<file path="src/rtl/warrior_pkg.sv">
// Shared types, constants and helpers for the overworld warrior sprite controller.
package warrior_pkg;

    localparam int unsigned POS_W   = 10;
    localparam int unsigned EXT_W   = 9;
    localparam int unsigned PIX_W   = 17;
    localparam int unsigned COLOR_W = 16;
    localparam int unsigned SEL_W   = 3;
    localparam int unsigned CALC_W  = 11;

    typedef enum logic [1:0] {
        LEFT  = 2'd0,
        RIGHT = 2'd1,
        UP    = 2'd2,
        DOWN  = 2'd3
    } dir_t;

    typedef enum logic {
        IDLE = 1'b0,
        WALK = 1'b1
    } state_t;

    localparam logic [COLOR_W-1:0] TRANSPARENT = 16'hffff;

    // ROM select is {direction, animation frame}
    function automatic logic [SEL_W-1:0] pack_sprite_sel(input dir_t d, input logic frame);
        return {d, frame};
    endfunction

endpackage

</file>
<file path="src/rtl/warrior_anim_fsm.sv">
// Per-frame sprite state: walk/idle FSM, facing direction, animation frame and clamped position.
module warrior_anim_fsm
    import warrior_pkg::*;
#(
    parameter int unsigned H_ACTIVE    = 640,
    parameter int unsigned V_ACTIVE    = 480,
    parameter int unsigned START_X     = 304,
    parameter int unsigned START_Y     = 224,
    parameter int unsigned SPEED       = 2,
    parameter int unsigned STEP_FRAMES = 8
) (
    input  logic             clk,
    input  logic             rst_n,
    input  logic             i_frame_tick,
    input  logic             i_btn_left,
    input  logic             i_btn_right,
    input  logic             i_btn_up,
    input  logic             i_btn_down,
    input  logic [EXT_W-1:0] i_rom_width,
    input  logic [EXT_W-1:0] i_rom_height,
    output logic [POS_W-1:0] o_pos_x,
    output logic [POS_W-1:0] o_pos_y,
    output dir_t             o_dir,
    output logic             o_anim_frame
);

    localparam int unsigned      CNT_W    = (STEP_FRAMES > 1) ? $clog2(STEP_FRAMES) : 1;
    localparam logic [CALC_W-1:0] SPEED_C = CALC_W'(SPEED);
    localparam logic [CALC_W-1:0] X_MAX   = CALC_W'(H_ACTIVE - 1);
    localparam logic [CALC_W-1:0] Y_MAX   = CALC_W'(V_ACTIVE - 1);
    localparam logic [CNT_W-1:0]  CNT_LAST = CNT_W'(STEP_FRAMES - 1);

    state_t            r_state, w_state_nxt;
    dir_t              r_dir, w_dir_nxt, w_dir_req;
    logic [POS_W-1:0]  r_pos_x, r_pos_y, w_pos_x_nxt, w_pos_y_nxt;
    logic [CNT_W-1:0]  r_cnt, w_cnt_nxt;
    logic              r_anim, w_anim_nxt;
    logic              w_any_btn;
    logic [CALC_W-1:0] w_x_inc, w_y_inc, w_x_lim, w_y_lim;

    assign w_any_btn = i_btn_left | i_btn_right | i_btn_up | i_btn_down;

    // 11-bit arithmetic so the right/down clamp never sees a wrapped sum
    assign w_x_inc = CALC_W'(r_pos_x) + SPEED_C;
    assign w_y_inc = CALC_W'(r_pos_y) + SPEED_C;
    assign w_x_lim = X_MAX - CALC_W'(i_rom_width);
    assign w_y_lim = Y_MAX - CALC_W'(i_rom_height);

    always_comb begin
        w_dir_req = DOWN;
        if (i_btn_left)       w_dir_req = LEFT;
        else if (i_btn_right) w_dir_req = RIGHT;
        else if (i_btn_up)    w_dir_req = UP;
    end

    always_ff @(posedge clk or negedge rst_n) begin
        if (!rst_n) r_state <= IDLE;
        else        r_state <= w_state_nxt;
    end

    always_comb begin
        w_state_nxt = r_state;
        if (i_frame_tick) w_state_nxt = w_any_btn ? WALK : IDLE;
    end

    // A walking tick moves, turns and advances the step counter in one go
    always_comb begin
        w_dir_nxt   = r_dir;
        w_pos_x_nxt = r_pos_x;
        w_pos_y_nxt = r_pos_y;
        w_cnt_nxt   = r_cnt;
        w_anim_nxt  = r_anim;
        if (i_frame_tick) begin
            if (w_state_nxt == WALK) begin
                w_dir_nxt = w_dir_req;
                case (w_dir_req)
                    LEFT:  w_pos_x_nxt = (CALC_W'(r_pos_x) < SPEED_C) ? '0 : r_pos_x - POS_W'(SPEED);
                    RIGHT: w_pos_x_nxt = (w_x_inc > w_x_lim) ? POS_W'(w_x_lim) : POS_W'(w_x_inc);
                    UP:    w_pos_y_nxt = (CALC_W'(r_pos_y) < SPEED_C) ? '0 : r_pos_y - POS_W'(SPEED);
                    DOWN:  w_pos_y_nxt = (w_y_inc > w_y_lim) ? POS_W'(w_y_lim) : POS_W'(w_y_inc);
                endcase
                if (r_cnt == CNT_LAST) begin
                    w_cnt_nxt  = '0;
                    w_anim_nxt = ~r_anim;
                end else begin
                    w_cnt_nxt = r_cnt + CNT_W'(1);
                end
            end else if (r_state == WALK) begin
                w_cnt_nxt  = '0;
                w_anim_nxt = 1'b0;
            end
        end
    end

    always_ff @(posedge clk or negedge rst_n) begin
        if (!rst_n) begin
            r_dir   <= LEFT;
            r_pos_x <= POS_W'(START_X);
            r_pos_y <= POS_W'(START_Y);
            r_cnt   <= '0;
            r_anim  <= 1'b0;
        end else begin
            r_dir   <= w_dir_nxt;
            r_pos_x <= w_pos_x_nxt;
            r_pos_y <= w_pos_y_nxt;
            r_cnt   <= w_cnt_nxt;
            r_anim  <= w_anim_nxt;
        end
    end

    assign o_pos_x      = r_pos_x;
    assign o_pos_y      = r_pos_y;
    assign o_dir        = r_dir;
    assign o_anim_frame = r_anim;

endmodule

</file>
<file path="src/rtl/warrior_sprite_ctrl.sv">
// Warrior sprite controller: per-frame movement plus a 2-cycle raster-to-ROM-to-color pipeline.
module warrior_sprite_ctrl
    import warrior_pkg::*;
#(
    parameter int unsigned H_ACTIVE    = 640,
    parameter int unsigned V_ACTIVE    = 480,
    parameter int unsigned START_X     = 304,
    parameter int unsigned START_Y     = 224,
    parameter int unsigned SPEED       = 2,
    parameter int unsigned STEP_FRAMES = 8
) (
    input  logic               clk,
    input  logic               rst_n,
    input  logic               frame_tick,
    input  logic               btn_left,
    input  logic               btn_right,
    input  logic               btn_up,
    input  logic               btn_down,
    input  logic [POS_W-1:0]   hcount,
    input  logic [POS_W-1:0]   vcount,
    input  logic [EXT_W-1:0]   rom_width,
    input  logic [EXT_W-1:0]   rom_height,
    input  logic [COLOR_W-1:0] rom_color,
    output logic [PIX_W-1:0]   pixel,
    output logic [SEL_W-1:0]   sprite_sel,
    output logic [POS_W-1:0]   pos_x,
    output logic [POS_W-1:0]   pos_y,
    output logic               draw_en,
    output logic [COLOR_W-1:0] color_out
);

    logic [POS_W-1:0]   w_pos_x, w_pos_y, w_dh, w_dv;
    dir_t               w_dir;
    logic               w_anim;
    logic               w_in_box, w_opaque;
    logic [PIX_W-1:0]   w_pixel_idx;
    logic [PIX_W-1:0]   r_pixel;
    logic               r_in_box_d;
    logic               r_draw_en;
    logic [COLOR_W-1:0] r_color;

    warrior_anim_fsm #(
        .H_ACTIVE    (H_ACTIVE),
        .V_ACTIVE    (V_ACTIVE),
        .START_X     (START_X),
        .START_Y     (START_Y),
        .SPEED       (SPEED),
        .STEP_FRAMES (STEP_FRAMES)
    ) u_anim_fsm (
        .clk          (clk),
        .rst_n        (rst_n),
        .i_frame_tick (frame_tick),
        .i_btn_left   (btn_left),
        .i_btn_right  (btn_right),
        .i_btn_up     (btn_up),
        .i_btn_down   (btn_down),
        .i_rom_width  (rom_width),
        .i_rom_height (rom_height),
        .o_pos_x      (w_pos_x),
        .o_pos_y      (w_pos_y),
        .o_dir        (w_dir),
        .o_anim_frame (w_anim)
    );

    // Offsets are only meaningful once the raster is at or past the top-left corner
    assign w_dh     = hcount - w_pos_x;
    assign w_dv     = vcount - w_pos_y;
    assign w_in_box = (hcount >= w_pos_x) && (vcount >= w_pos_y) &&
                      (w_dh <= POS_W'(rom_width)) && (w_dv <= POS_W'(rom_height));
    assign w_pixel_idx = PIX_W'(w_dv) * (PIX_W'(rom_width) + PIX_W'(1)) + PIX_W'(w_dh);

    always_ff @(posedge clk or negedge rst_n) begin
        if (!rst_n) begin
            r_pixel    <= '0;
            r_in_box_d <= 1'b0;
        end else begin
            r_pixel    <= w_in_box ? w_pixel_idx : '0;
            r_in_box_d <= w_in_box;
        end
    end

    assign w_opaque = r_in_box_d && (rom_color != TRANSPARENT);

    always_ff @(posedge clk or negedge rst_n) begin
        if (!rst_n) begin
            r_draw_en <= 1'b0;
            r_color   <= '0;
        end else begin
            r_draw_en <= w_opaque;
            r_color   <= w_opaque ? rom_color : '0;
        end
    end

    assign pixel      = r_pixel;
    assign draw_en    = r_draw_en;
    assign color_out  = r_color;
    assign pos_x      = w_pos_x;
    assign pos_y      = w_pos_y;
    assign sprite_sel = pack_sprite_sel(w_dir, w_anim);

endmodule

</file>
<file path="config.mk">
export PLATFORM = sky130hd
export DESIGN_NAME = warrior_sprite_ctrl
export DESIGN_NICKNAME = d
export VERILOG_FILES = /design/src/rtl/warrior_pkg.sv /design/src/rtl/warrior_anim_fsm.sv /design/src/rtl/warrior_sprite_ctrl.sv
export SDC_FILE = /design/constraint.sdc
export NUM_CORES = 1
export LEC_CHECK = 0
export ABC_AREA = 1
export CORE_UTILIZATION = 63
export CTS_BUF_LIST = sky130_fd_sc_hd__clkbuf_4 sky130_fd_sc_hd__clkbuf_8
export DETAILED_ROUTE_END_ITERATION = 16
export HOLD_SLACK_MARGIN = 0.06
export PLACE_DENSITY = 0.9
export RECOVER_POWER = 25
export SETUP_SLACK_MARGIN = 0.2
export SLEW_MARGIN = 20
export SYNTH_ARGS = -nofsm -noshare
export SYNTH_HDL_FRONTEND = slang
export SYNTH_SLANG_ARGS = --single-unit
</file>
<file path="constraint.sdc">
create_clock -name clk -period 10.03 [get_ports clk]
set_input_delay 1.5045 -clock clk [delete_from_list [all_inputs] [get_ports clk]]
set_output_delay 1.5045 -clock clk [all_outputs]
set_load 0.02 [all_outputs]
</file>
==> results_dict.tcl <==
set metrics [dict create \
    drv_slew 63 \
    synthFlopType "dfrtp_1" \
    initial_core_util_pct 64.5 \
    drt_iter0_markers 641 \
    synthTopCellsByArea "fa_1 (17%), ha_1 (17%), dfrtp_1 (16%)" \
    port_buffers 117 \
    cp-start-kind "input pin" \
    drc_errors 0 \
    rows 42 \
    vias_per_cell 5.51 \
    synth_area_sq_mm 0.00855 \
    worst_slew_pin_slew_ps 3310 \
    ant_nets 0 \
    synth_edf_count 0 \
    synthArstFlopShare_pct 100 \
    synth.avg_cell_area_sq_um 7.47 \
    arrival_ps 8020 \
    n_fill_cell 1013 \
    nNetsFinal 1508 \
    grt-ovfl-total 0 \
    io_pins 118 \
    fmax_mhz 129 \
    finalSetupViolCount 0 \
    max_stage_delay_ps 610 \
    rsz0062_at_grt "false" \
    wirelength_um 21900 \
    clock_skew_ps 15.9 \
    syn_inst 1144 \
    vias 7947 \
    rrSetupSlack_ps 3360 \
    path_clk_slew_ps 80 \
    antenna_found_initial 0 \
    track_usage_pct 33.3 \
    synthDistinctLibCells 48 \
    violations "max-capacitance violations, max-slew violations" \
    crit_top_cell "nand2_1" \
    die_x_um 118 \
    clock_tree.buffer_depth 2 \
    crit_type "input pin to flop" \
    crit_path_end_kind "flop" \
    ys_seq_area_share_pct 18.2 \
    netlist.top_cell.by_area "fa_1" \
    core_area_sq_mm 0.0132 \
    cts_num_sinks 62 \
    dieArea_sq_mm 0.0140 \
    drive_above_1_share_pct 4.42 \
    status "finished, violations left" \
    clock_latency_ps 380 \
    cp_slowest_cell "xnor2_1" \
    hold_buffers 0 \
    register_area_sq_mm 0.00156 \
    area_delta_synth_final_pct 18.0 \
    cts_setup_buffers 0 \
    cts_tree "built" \
    relSlewSlack_pct -121 \
    period_needed_ps 7750 \
    grt_pass1_wl_um 36800 \
    synth-seq-cells 62 \
    place.gp.congestion 0.958 \
    post_drt_wl_per_cell_um 15.2 \
    synth_fp_nets 1390 \
    multi_input_area_sq_mm 0.00597 \
    maxCapViolCount 1 \
    ctsResizeCount 0 \
    fin_crit_sh_pct 77.3 \
    antennaDiodeCount 0 \
    synth_top_area_share_pct 16.9 \
    dp_hpwl_um 17700 \
    root_buffer "clkbuf_8" \
    cp.required_ps 10290 \
    numCtsBuffers 9 \
    hold_viol 0 \
    setup_tns_ps 0 \
    grt_pass1_vias 7877 \
    dieHeight_um 118 \
    yosys_warnings 0 \
    hp-class "flop to flop" \
    dr.pass1.iters 7 \
    htreeDepth 3 \
    grt_start_max_net_pins 63 \
    crit_fanout 8 \
]
## layout by cell type, fill, tap and decap left out, drive strengths merged, types with 3 or more instances in the layout
master         instances
dfrtp                 56
nor4                   3
o211ai                 4
a22oi                 12
clkinv                 7
or2                    3
nor2                 144
o31ai                  3
clkdlybuf4s50        116
nand3b                 3
clkbuf                10
nor3                  15
xnor2                 10
fa                    72
nand3                 61
nand2                200
o21bai                 3
xor2                  37
ha                   113
a21oi                 50
o2111ai                4
nand4                 18
o21ai                 45
dfstp                  6
o22ai                  4
inv                  254
## stage by stage
stage	cell area, sq um	utilization, %	setup WS, ps	hold WS (ps)	cells
after global routing	10100	76.2	1840	498	1443
after detailed placement	9890	74.7	1990	462	1427
after floorplan	8550	-	3080	452	1144
after global placement	9890	74.7	2240	461	1427
final	10100	76.2	2280	485	1443
after CTS	10100	76.2	2350	485	1443
## layer usage
metal,track usage (%),share of wire (%),vias to the layer above,routed length (um)
met5,0,0,-,0
met4,16.8,3.9,0,853
met3,4.49,6.9,65,1510
met2,55.2,47,340,10300
met1,42.7,42,3714,9190
li1,-,-,3828,-
## synthesized netlist by cell type (12+ instances only)
cell / count
ha_1: 113
a22oi_1: 12
nor3_1: 13
inv_1: 238
inv_2: 15
fa_1: 72
nand4_1: 17
nand3_1: 59
xor2_1: 36
o21ai_0: 35
a21oi_1: 49
nor2_1: 139
nand2_1: 196
dfrtp_1: 56
## worst max-delay path: cells and delay by family
family | cells | cell delay [ps]
adder cells (fa/ha/maj) | 8 | 3330
AND/OR/NAND/NOR | 11 | 1060
buffers and inverters | 8 | 950
XOR/XNOR | 1 | 610
AO/OA/AOI/OAI | 4 | 570
## final cells by class
class                   instances  area share, %
clock inverters                 7          0.732
repair buffers                119           11.7
clock buffers                   9           1.23
multi-input cells             814           59.2
well taps                     176           2.18
inverters                     256           9.53
flip-flops and latches         62           15.5
## flip-flops by register name (all words and copies together) (netlist names), 2 cells and up
name and flops:
pixel 17, color_out 16, u_anim_fsm.o_pos_x 10, u_anim_fsm.o_pos_y 10
u_anim_fsm.r_cnt 3, u_anim_fsm.o_dir 2
## final timing paths
kind | startpoint | end | cells past startpoint
worst min register to register | u_anim_fsm.o_dir[0]$_DFFE_PN0P_ | u_anim_fsm.o_dir[0]$_DFFE_PN0P_ | 2
worst max-delay path | vcount[0] | pixel[13]$_DFF_PN0_ | 32
worst min-delay path | u_anim_fsm.o_dir[0]$_DFFE_PN0P_ | u_anim_fsm.o_dir[0]$_DFFE_PN0P_ | 2
min in group asynchronous | rst_n | u_anim_fsm.o_pos_y[9]$_DFFE_PN0P_ | 2
max in group asynchronous | rst_n | pixel[7]$_DFF_PN0_ | 2
worst max register to register | u_anim_fsm.o_pos_y[0]$_DFFE_PN0P_ | pixel[13]$_DFF_PN0_ | 30
## logic make-up (layout without fill, tap and decap cells)
group | after synthesis | in the layout | synth area share [%]
AO/OA/AOI/OAI | 134 | 134 | 9.00
XOR/XNOR | 47 | 47 | 4.90
adder cells (fa/ha/maj) | 185 | 185 | 33.4
buffers and inverters | 268 | 391 | 11.9
flip-flops | 62 | 62 | 18.2
AND/OR/NAND/NOR | 448 | 448 | 22.5
Power is left out: the tool's default activity adds up to more than one toggle a clock period on the data nets, which glitch-free logic cannot reach.
